### src/rtl/data_mem_ctrl_pkg.sv
// Shared definitions for the memory-stage access controller: control-bus
// layout, funct3 encodings, FSM state codes and store-path helper functions.
package data_mem_ctrl_pkg;

    localparam int CTRL_W = 4;   // {is_store, funct3}
    localparam int DATA_W = 32;

    // funct3 encodings shared by loads and stores
    localparam logic [2:0] F3_B  = 3'b000;
    localparam logic [2:0] F3_H  = 3'b001;
    localparam logic [2:0] F3_W  = 3'b010;
    localparam logic [2:0] F3_BU = 3'b100;
    localparam logic [2:0] F3_HU = 3'b101;

    // FSM state codes
    localparam logic [1:0] ST_IDLE = 2'b00;
    localparam logic [1:0] ST_REQ  = 2'b01;
    localparam logic [1:0] ST_DONE = 2'b10;

    // Stores accept B/H/W only; loads additionally accept BU/HU.
    function automatic logic ctrl_is_legal(input logic [CTRL_W-1:0] ctrl);
        logic ok;
        ok = 1'b0;
        if (ctrl[3]) begin
            case (ctrl[2:0])
                F3_B, F3_H, F3_W: ok = 1'b1;
                default:          ok = 1'b0;
            endcase
        end else begin
            case (ctrl[2:0])
                F3_B, F3_H, F3_W, F3_BU, F3_HU: ok = 1'b1;
                default:                        ok = 1'b0;
            endcase
        end
        return ok;
    endfunction

    // Size is carried in funct3[1:0]; the unsigned bit does not affect alignment.
    function automatic logic addr_is_aligned(input logic [2:0] funct3, input logic [1:0] lo);
        logic ok;
        ok = 1'b0;
        case (funct3[1:0])
            2'b00:   ok = 1'b1;
            2'b01:   ok = (lo[0] == 1'b0);
            2'b10:   ok = (lo == 2'b00);
            default: ok = 1'b0;
        endcase
        return ok;
    endfunction

    function automatic logic [3:0] store_byte_en(input logic [2:0] funct3, input logic [1:0] lo);
        logic [3:0] be;
        be = 4'b0000;
        case (funct3)
            F3_B:    be = 4'b0001 << lo;
            F3_H:    be = lo[1] ? 4'b1100 : 4'b0011;
            F3_W:    be = 4'b1111;
            default: be = 4'b0000;
        endcase
        return be;
    endfunction

    // Replicate the store data across every lane so the RAM picks the enabled one.
    function automatic logic [DATA_W-1:0] store_lanes(input logic [2:0] funct3,
                                                      input logic [DATA_W-1:0] wd);
        logic [DATA_W-1:0] lanes;
        lanes = 32'h0000_0000;
        case (funct3)
            F3_B:    lanes = {4{wd[7:0]}};
            F3_H:    lanes = {2{wd[15:0]}};
            F3_W:    lanes = wd;
            default: lanes = 32'h0000_0000;
        endcase
        return lanes;
    endfunction

endpackage

### src/rtl/mem_load_format.sv
// Load-data formatter: picks the addressed byte/half out of the RAM word and
// sign- or zero-extends it according to funct3.
module mem_load_format
    import data_mem_ctrl_pkg::*;
(
    input  logic [2:0]        funct3,
    input  logic [1:0]        addr,
    input  logic [DATA_W-1:0] word,
    output logic [DATA_W-1:0] result
);

    logic [7:0]  byte_s;
    logic [15:0] half_s;

    // Lane selection and extension of the loaded value
    always_comb begin
        byte_s = 8'h00;
        half_s = 16'h0000;
        result = 32'h0000_0000;
        case (addr)
            2'd0:    byte_s = word[7:0];
            2'd1:    byte_s = word[15:8];
            2'd2:    byte_s = word[23:16];
            2'd3:    byte_s = word[31:24];
            default: byte_s = 8'h00;
        endcase
        if (addr[1]) begin
            half_s = word[31:16];
        end else begin
            half_s = word[15:0];
        end
        case (funct3)
            F3_B:    result = {{24{byte_s[7]}}, byte_s};
            F3_H:    result = {{16{half_s[15]}}, half_s};
            F3_W:    result = word;
            F3_BU:   result = {24'h00_0000, byte_s};
            F3_HU:   result = {16'h0000, half_s};
            default: result = 32'h0000_0000;
        endcase
    end

endmodule

### src/rtl/data_mem_ctrl.sv
// Memory-stage access controller: converts ALU_MEM load/store requests into
// req/ack transactions on the data RAM, stalls the pipeline while an access
// is outstanding and formats load data for MEM_WB.
module data_mem_ctrl
    import data_mem_ctrl_pkg::*;
#(
    parameter int ACK_TIMEOUT = 255
) (
    input  logic              clk,
    input  logic              rstN,
    input  logic              reqValid,
    input  logic [CTRL_W-1:0] reqControl,
    input  logic [DATA_W-1:0] reqAddr,
    input  logic [DATA_W-1:0] reqWData,
    output logic              stallOut,
    output logic              memReq,
    output logic              memWe,
    output logic [DATA_W-1:0] memAddr,
    output logic [DATA_W-1:0] memWData,
    output logic [3:0]        memByteEn,
    input  logic              memAck,
    input  logic [DATA_W-1:0] memRData,
    output logic [DATA_W-1:0] loadData,
    output logic              loadValid,
    output logic              misalignOut,
    output logic              errorOut
);

    localparam int          CNT_W      = 16;
    localparam logic [15:0] TIMEOUT_LIM = 16'(ACK_TIMEOUT);
    localparam logic        TIMEOUT_EN = (ACK_TIMEOUT != 0);

    logic [1:0]        state_r;
    logic [CNT_W-1:0]  cnt_r;
    logic [CTRL_W-1:0] ctrl_r;
    logic [1:0]        addr_lo_r;
    logic              mem_req_r, mem_we_r, load_valid_r, misalign_r, error_r;
    logic [DATA_W-1:0] mem_addr_r, mem_wdata_r, load_data_r;
    logic [3:0]        mem_be_r;

    logic              legal_s, aligned_s, accept_s, timeout_s;
    logic [CNT_W-1:0]  cnt_next_s;
    logic [DATA_W-1:0] fmt_s;

    assign legal_s    = ctrl_is_legal(reqControl);
    assign aligned_s  = addr_is_aligned(reqControl[2:0], reqAddr[1:0]);
    assign accept_s   = (state_r == ST_IDLE) && reqValid && legal_s && aligned_s;
    assign cnt_next_s = cnt_r + 16'd1;
    // Abort on the REQ cycle that would bring the wait count up to the limit.
    assign timeout_s  = TIMEOUT_EN && (cnt_next_s == TIMEOUT_LIM);

    // Stall must react in the accept cycle itself, so it is decoded from state and inputs.
    assign stallOut = accept_s || (state_r == ST_REQ);

    mem_load_format u_fmt (
        .funct3 (ctrl_r[2:0]),
        .addr   (addr_lo_r),
        .word   (memRData),
        .result (fmt_s)
    );

    // Access FSM with registered RAM-side and pipeline-side outputs
    always_ff @(posedge clk) begin
        if (!rstN) begin
            state_r      <= ST_IDLE;
            cnt_r        <= 16'd0;
            ctrl_r       <= 4'h0;
            addr_lo_r    <= 2'b00;
            mem_req_r    <= 1'b0;
            mem_we_r     <= 1'b0;
            mem_addr_r   <= 32'h0000_0000;
            mem_wdata_r  <= 32'h0000_0000;
            mem_be_r     <= 4'b0000;
            load_data_r  <= 32'h0000_0000;
            load_valid_r <= 1'b0;
            misalign_r   <= 1'b0;
            error_r      <= 1'b0;
        end else begin
            load_valid_r <= 1'b0;
            misalign_r   <= 1'b0;
            error_r      <= 1'b0;
            case (state_r)
                ST_IDLE: begin
                    if (reqValid && !legal_s) begin
                        error_r <= 1'b1;
                    end else if (reqValid && !aligned_s) begin
                        misalign_r <= 1'b1;
                    end else if (accept_s) begin
                        state_r     <= ST_REQ;
                        cnt_r       <= 16'd0;
                        ctrl_r      <= reqControl;
                        addr_lo_r   <= reqAddr[1:0];
                        mem_req_r   <= 1'b1;
                        mem_we_r    <= reqControl[3];
                        mem_addr_r  <= {reqAddr[31:2], 2'b00};
                        mem_wdata_r <= store_lanes(reqControl[2:0], reqWData);
                        mem_be_r    <= reqControl[3] ? store_byte_en(reqControl[2:0], reqAddr[1:0])
                                                     : 4'b0000;
                    end
                end
                ST_REQ: begin
                    if (memAck) begin
                        state_r   <= ST_DONE;
                        mem_req_r <= 1'b0;
                        mem_we_r  <= 1'b0;
                        if (!ctrl_r[3]) begin
                            load_valid_r <= 1'b1;
                            load_data_r  <= fmt_s;
                        end
                    end else if (timeout_s) begin
                        state_r   <= ST_IDLE;
                        mem_req_r <= 1'b0;
                        mem_we_r  <= 1'b0;
                        error_r   <= 1'b1;
                    end else begin
                        cnt_r <= cnt_next_s;
                    end
                end
                ST_DONE: begin
                    state_r <= ST_IDLE;
                end
                default: begin
                    state_r   <= ST_IDLE;
                    mem_req_r <= 1'b0;
                    mem_we_r  <= 1'b0;
                end
            endcase
        end
    end

    assign memReq      = mem_req_r;
    assign memWe       = mem_we_r;
    assign memAddr     = mem_addr_r;
    assign memWData    = mem_wdata_r;
    assign memByteEn   = mem_be_r;
    assign loadData    = load_data_r;
    assign loadValid   = load_valid_r;
    assign misalignOut = misalign_r;
    assign errorOut    = error_r;

endmodule
### config.mk
export PLATFORM = sky130hd
export DESIGN_NAME = data_mem_ctrl
export DESIGN_NICKNAME = d
export VERILOG_FILES = /design/src/rtl/data_mem_ctrl_pkg.sv /design/src/rtl/mem_load_format.sv /design/src/rtl/data_mem_ctrl.sv
export SDC_FILE = /design/constraint.sdc
export NUM_CORES = 1
export LEC_CHECK = 0
export CAP_MARGIN = 40
export CORE_ASPECT_RATIO = 0.75
export CORE_MARGIN = 2
export CORE_UTILIZATION = 49
export CTS_CLUSTER_DIAMETER = 60
export DETAILED_ROUTE_END_ITERATION = 10
export PLACE_DENSITY = 0.92
export SYNTH_ARGS = -nofsm -noshare
export SYNTH_HDL_FRONTEND = slang
export SYNTH_SLANG_ARGS = --single-unit
### constraint.sdc
create_clock -name clk -period 3.99 [get_ports clk]
set_clock_uncertainty 0.05 [all_clocks]
set_input_delay 0.798 -clock clk [delete_from_list [all_inputs] [get_ports clk]]
set_output_delay 0.798 -clock clk [all_outputs]
set_load 0.02 [all_outputs]
Yosys cells after proc, flatten, opt, wreduce, memory -nomap -nowiden
Index checks and enable logic that the tools add are counted.
Widths: inputs -> output; s select.
{"block": "op_classes", "n_eq_ne": 22, "n_reduce_logical": 24, "n_mux": 39, "shift": 1, "addsub": 1, "n_bitwise": 7}
{"op": "$pmux 32 s5", "n": 1}
{"op": "$mux 16", "n": 6}
{"op": "$pmux 32 s3", "n": 1}
{"op": "$pmux 16 s2", "n": 1}
{"op": "$pmux 8 s4", "n": 1}
{"op": "$add 16x1->16 const B", "n": 1}
{"op": "$eq 16x8->1 const B", "n": 1}
{"op": "$mux 1", "n": 16}
{"op": "$eq 3x3->1 const B", "n": 4}
{"op": "$pmux 4 s3", "n": 1}
{"op": "$mux 2", "n": 5}
{"op": "$ne 2x2->1 const B", "n": 5}
{"op": "$pmux 1 s3", "n": 3}
{"op": "$eq 2x2->1 const B", "n": 4}
{"op": "$logic_not 2->1", "n": 4}
{"op": "$mux 4", "n": 2}
{"op": "$reduce_and 4->1", "n": 2}
{"op": "$not 1->1", "n": 7}
{"op": "$eq 2x1->1 const B", "n": 3}
{"op": "$eq 3x1->1 const B", "n": 2}
{"op": "$eq 3x2->1 const B", "n": 2}
{"op": "$logic_not 3->1", "n": 2}
{"op": "$reduce_and 3->1", "n": 2}
{"op": "$reduce_and 6->1", "n": 1}
{"op": "11 further kinds", "n": 17}
{"block": "totals", "out_inout_bits": 106, "register_bits": 127, "input_bits": 104}

Logic depth before layout (Yosys ltp)
{"block": "depth", "depth_word": 10, "mapped_depth": 9, "depth_no_buf": 7}

By module
From an unflattened synthesis, not the netlist that was laid out.
{"block": "hier_totals", "cells_unflattened": 818, "area_unflattened_um2": 6358.6}
{"mod": "data_mem_ctrl", "seq_area_each_um2": 2542.4, "area_each_um2": 5410.2, "cells_per_inst": 694, "instances": 1}
{"mod": "mem_load_format", "seq_area_each_um2": 0.0, "area_each_um2": 948.4, "cells_per_inst": 124, "instances": 1}

Least setup slack after synthesis
Ideal clock, no wire load.
{"block": "synth_path", "path_kind": "input -> output", "startpoint": "input port reqControl[2]", "endpoint": "output port stallOut", "path_slack_ns": 1.107, "required_ns": 3.142, "arrival_time_ns": 2.035, "path_stages": 6, "n_path_buf": 2, "path_cell_list": "clkbuf_1 -> o21ai_0 -> and4_1 -> nand2_1 -> clkbuf_1 -> nand2_1"}
{"block": "synth_between", "elab_chain_cells": 7}
{"item": "start: declaration", "line": "data_mem_ctrl.sv:12", "text": "input logic [CTRL_W-1:0] reqControl,"}
{"item": "$eq 3x2->1, or another cell as far along", "line": "data_mem_ctrl_pkg.sv:25, data_mem_ctrl_pkg.sv:30"}
{"item": "$reduce_or 5->1 or $reduce_or 3->1 (tied branches)", "line": "data_mem_ctrl_pkg.sv:30, data_mem_ctrl_pkg.sv:25"}
{"item": "$mux 1 (on tied branches)", "line": "data_mem_ctrl_pkg.sv:30, data_mem_ctrl_pkg.sv:25"}
{"item": "$mux 1 *", "line": "data_mem_ctrl_pkg.sv:24", "text": "if (ctrl[3]) begin"}
{"item": "$logic_and 1x1->1 * (2 in series)", "line": "data_mem_ctrl.sv:47", "text": "assign accept_s = (state_r == ST_IDLE) && reqValid && legal_s && aligned_s;"}
{"item": "$logic_or 1x1->1 *", "line": "data_mem_ctrl.sv:53", "text": "assign stallOut = accept_s || (state_r == ST_REQ);"}
{"item": "end: declaration", "line": "data_mem_ctrl.sv:15", "text": "output logic stallOut,"}
Every way passes the cells marked *; elsewhere a longest branch is shown, timed or not.

Worst setup path after layout
{"block": "layout_path", "startpoint": "input port reqControl[0]", "endpoint": "output port stallOut"}
{"block": "layout_between", "elab_chain_cells": 7}
{"item": "$eq 3x2->1, or another cell as far along", "line": "data_mem_ctrl_pkg.sv:25, data_mem_ctrl_pkg.sv:30"}
{"item": "$reduce_or 5->1 or $reduce_or 3->1 (tied branches)", "line": "data_mem_ctrl_pkg.sv:30, data_mem_ctrl_pkg.sv:25"}
{"item": "$mux 1 (on tied branches)", "line": "data_mem_ctrl_pkg.sv:30, data_mem_ctrl_pkg.sv:25"}
{"item": "$mux 1", "line": "data_mem_ctrl_pkg.sv:24"}
{"item": "$logic_and 1x1->1", "line": "data_mem_ctrl.sv:47"}
{"item": "$logic_and 1x1->1 *", "line": "data_mem_ctrl.sv:47"}
{"item": "$logic_or 1x1->1 *", "line": "data_mem_ctrl.sv:53"}
Marked as above.

==> impl_metrics.py <==
metrics = {
    "die": {
        "coreArea_um2": 12200,
        "dieArea_um2": 13400,
        "die_h_um": 101,
        "std_cell_rows": 35,
        "initial_core_util_pct": 50.0,
        "ios": 210,
        "fp.dieW_um": 133,
    },
    "clock_tree": {
        "cts_root_buffer": "clkbuf_16",
        "postCtsSetupBuffers": 0,
        "cts_buffers": 17,
        "insertion_delay_ns": 0.41,
        "htreeDepth": 4,
        "holdBufCountCts": 0,
        "clk_pin_slew_ns": 0.06,
        "clkSinkCount": 127,
        "clockBufferDepth": 2,
        "post_cts_resized": 0,
        "cts_tree": "built",
    },
    "synthesis": {
        "yosysSeqAreaShare_pct": 41.6,
        "ys_warn_count": 0,
        "syn_inst": 786,
        "synth_area_um2": 6100,
        "synth_top_area_share_pct": 41.6,
        "synthMuxAreaShare_pct": 4.12,
        "synthSimpleGateAreaFrac_pct": 23.2,
        "synth_area_leaders": "dfxtp_1 42%, a21oi_1 11%, nand2_1 9.0%",
        "synthArstFlopShare_pct": 0,
        "synth_common_cells": "147 x nand2_1, 130 x a21oi_1, 127 x dfxtp_1",
        "synth_seq_cells": 127,
        "synth_top_area_cell": "dfxtp_1",
        "synth_most_common_cell": "nand2_1",
        "synthAdderAreaFrac_pct": 0.410,
        "avgSynthCellArea_um2": 7.77,
        "synth_compound_area_share_pct": 24.6,
        "synth_xor_area_share_pct": 0.717,
        "synth_edf_count": 0,
        "synth_top_family_by_area": "compound AO/OA/AOI/OAI gates",
        "synthFlopType": "dfxtp_1",
        "synth_cell_types": 63,
    },
    "worst_hold_path": {
        "min_path_type": "reg -> reg",
        "min_from": "ctrl_r[3]$_SDFFE_PN0P_",
        "hold_path_depth": 1,
        "holdPathEnd": "loadValid$_SDFF_PN0_",
    },
    "setup_path": {
        "worst_ep_required_time_ns": 3.14,
        "startpoint": "reqControl[0]",
        "cp_max_fo": 6,
        "r2r-start": "cnt_r[1]$_SDFFE_PN0P_",
        "critPathLaunchType": "input port",
        "reg2reg_slack_ns": 1.27,
        "r2r_end": "cnt_r[8]$_SDFFE_PN0P_",
        "r2r_cells": 7,
        "crit_arrival_ns": 2.72,
        "path_class": "in -> out",
        "endpoint_kind": "output pin",
    },
    "drt": {
        "finalWirelength_um": 19400,
        "drtAntennaViolNets": 0,
        "wl_per_cell_um": 17.0,
        "via_per_inst": 5.72,
        "drt-pass1-iter-count": 5,
        "vias": 6522,
        "drt_iter0_markers": 574,
        "drc": 0,
    },
    "flow_run": {
        "drv_cap": 0,
    },
    "sta": {
        "post-route-min-period_ns": 3.57,
        "rsz0062_at_grt": "false",
        "tns_ns": 0,
        "setup-violations-final": 0,
        "relSlewSlack_pct": 43.5,
        "tightestPinTransition_ns": 0.846,
        "slew_viol_final": 0,
        "hold_violations": 0,
        "finalCritPeriodShare_pct": 89.4,
        "fmax_ghz": 0.280,
    },
    "run_status": {
        "status": "finished clean",
    },
    "grt": {
        "grt_pass1_wl_um": 30600,
        "grt_max_degree": 58,
        "overflow": 0,
        "grt_pass1_vias": 6042,
        "grt_usage_pct": 28.5,
        "antenna_found_initial": 0,
    },
    "power": {
        "peakVddDrop_mv": 0.284,
        "power.leakage_nw": 3.02,
        "power_density_nw_per_um2": 373,
    },
    "place": {
        "placed_cell_area_um2": 8250,
        "gp_congestion": 0.916,
        "place_hpwl_um": 13300,
        "io_buffer_count": 207,
    },
    "cells_and_area": {
        "final_area_um2": 8830,
        "antenna_cells": 0,
        "drive_gt1_share_pct": 7.79,
        "layout.nets": 1068,
        "n_fill_cell": 923,
        "areaGrowthSynthToFinish_pct": 44.7,
    },
}
-- logic make-up (layout without fill, tap and decap cells) --
| kind of cell | after synthesis | after routing |
|---|---|---|
| buf+inv | 74 | 262 |
| xor+xnor | 5 | 5 |
| simple gates | 308 | 308 |
| flops | 127 | 127 |
| compound gates | 244 | 244 |
| mux | 25 | 25 |
| fa+ha+maj | 2 | 2 |
| other cells | 1 | 2 |
-- worst max-delay path by stage --
stage                to  slack [ns]
2_1_floorplan  stallOut        1.11
3_3_place_gp   stallOut        0.43
3_5_place_dp   stallOut        0.45
4_1_cts        stallOut        0.44
5_1_grt        stallOut        0.32
6_report       stallOut        0.42
-- per-layer routing --
metal | wire (µm) | vias to the layer above | share of wire, % | track usage, %
met5 | 0 | - | 0 | 0
met4 | 502 | 0 | 2.6 | 12.5
met3 | 1970 | 48 | 10 | 9.15
met2 | 8910 | 357 | 46 | 45.3
met1 | 7980 | 2992 | 41 | 35.9
li1 | - | 3125 | - | -
-- sequential cells by signal, summed over array words and instances (netlist names), 2 cells and up --
signal	flops
memAddr	30
loadData	32
cnt_r	16
state_r	2
memByteEn	4
addr_lo_r	2
memWData	32
ctrl_r	4
-- report_power, final --
group / total [W] / switching [W] / internal [W]
registers: 0.00132 / 0.0000225 / 0.00130
logic: 0.000434 / 0.000228 / 0.000205
clock network: 0.00154 / 0.000613 / 0.000926
-- cells in the final DEF (no fill, tap or decap), drive strengths merged, types with 8 or more instances in the layout --
cell type and instances:
o211ai 10, clkbuf 17, a31oi 10, nand2 147, nand2b 8, and2 18, a21oi 132, o22ai 12
nor2 51, o21ai 36, mux2i 24, buf 17, clkinv 9, a22o 8, nor3 23, dfxtp 127
nand3 28, inv 8, clkdlybuf4s50 207
-- layout make-up --
| cell class | count | area, µm² | area share [%] |
|---|---|---|---|
| inverter | 6 | 23.8 | 0.269 |
| clock buffer | 17 | 425 | 4.82 |
| clock inverter | 15 | 160 | 1.81 |
| sequential | 127 | 2540 | 28.8 |
| multi-input combinational | 586 | 3250 | 36.8 |
| tap | 166 | 208 | 2.35 |
| timing repair buffer | 224 | 2220 | 25.2 |
-- stage by stage --
stage	setup slack (ns)	hold slack [ns]	total power [W]	util, %	std cells
finish	0.421	0.380	0.00329	72.3	1141
global route	0.323	0.423	0.00342	72.3	1141
CTS	0.440	0.394	0.00331	72.3	1141
detailed placement	0.451	0.386	0.00177	67.5	1109
global placement	0.433	0.380	0.00177	67.3	1108
floorplan	1.11	0.355	0.00155	-	787
-- critical path, stage by stage --
cell and delay (ns):
clkdlybuf4s50_1 0.53, o21ai_0 0.31, and4_1 0.31, nand2_2 0.07, nand2_1 0.08, clkdlybuf4s50_1 0.61
No activity file was read; power rests on OpenSTA's default activity.
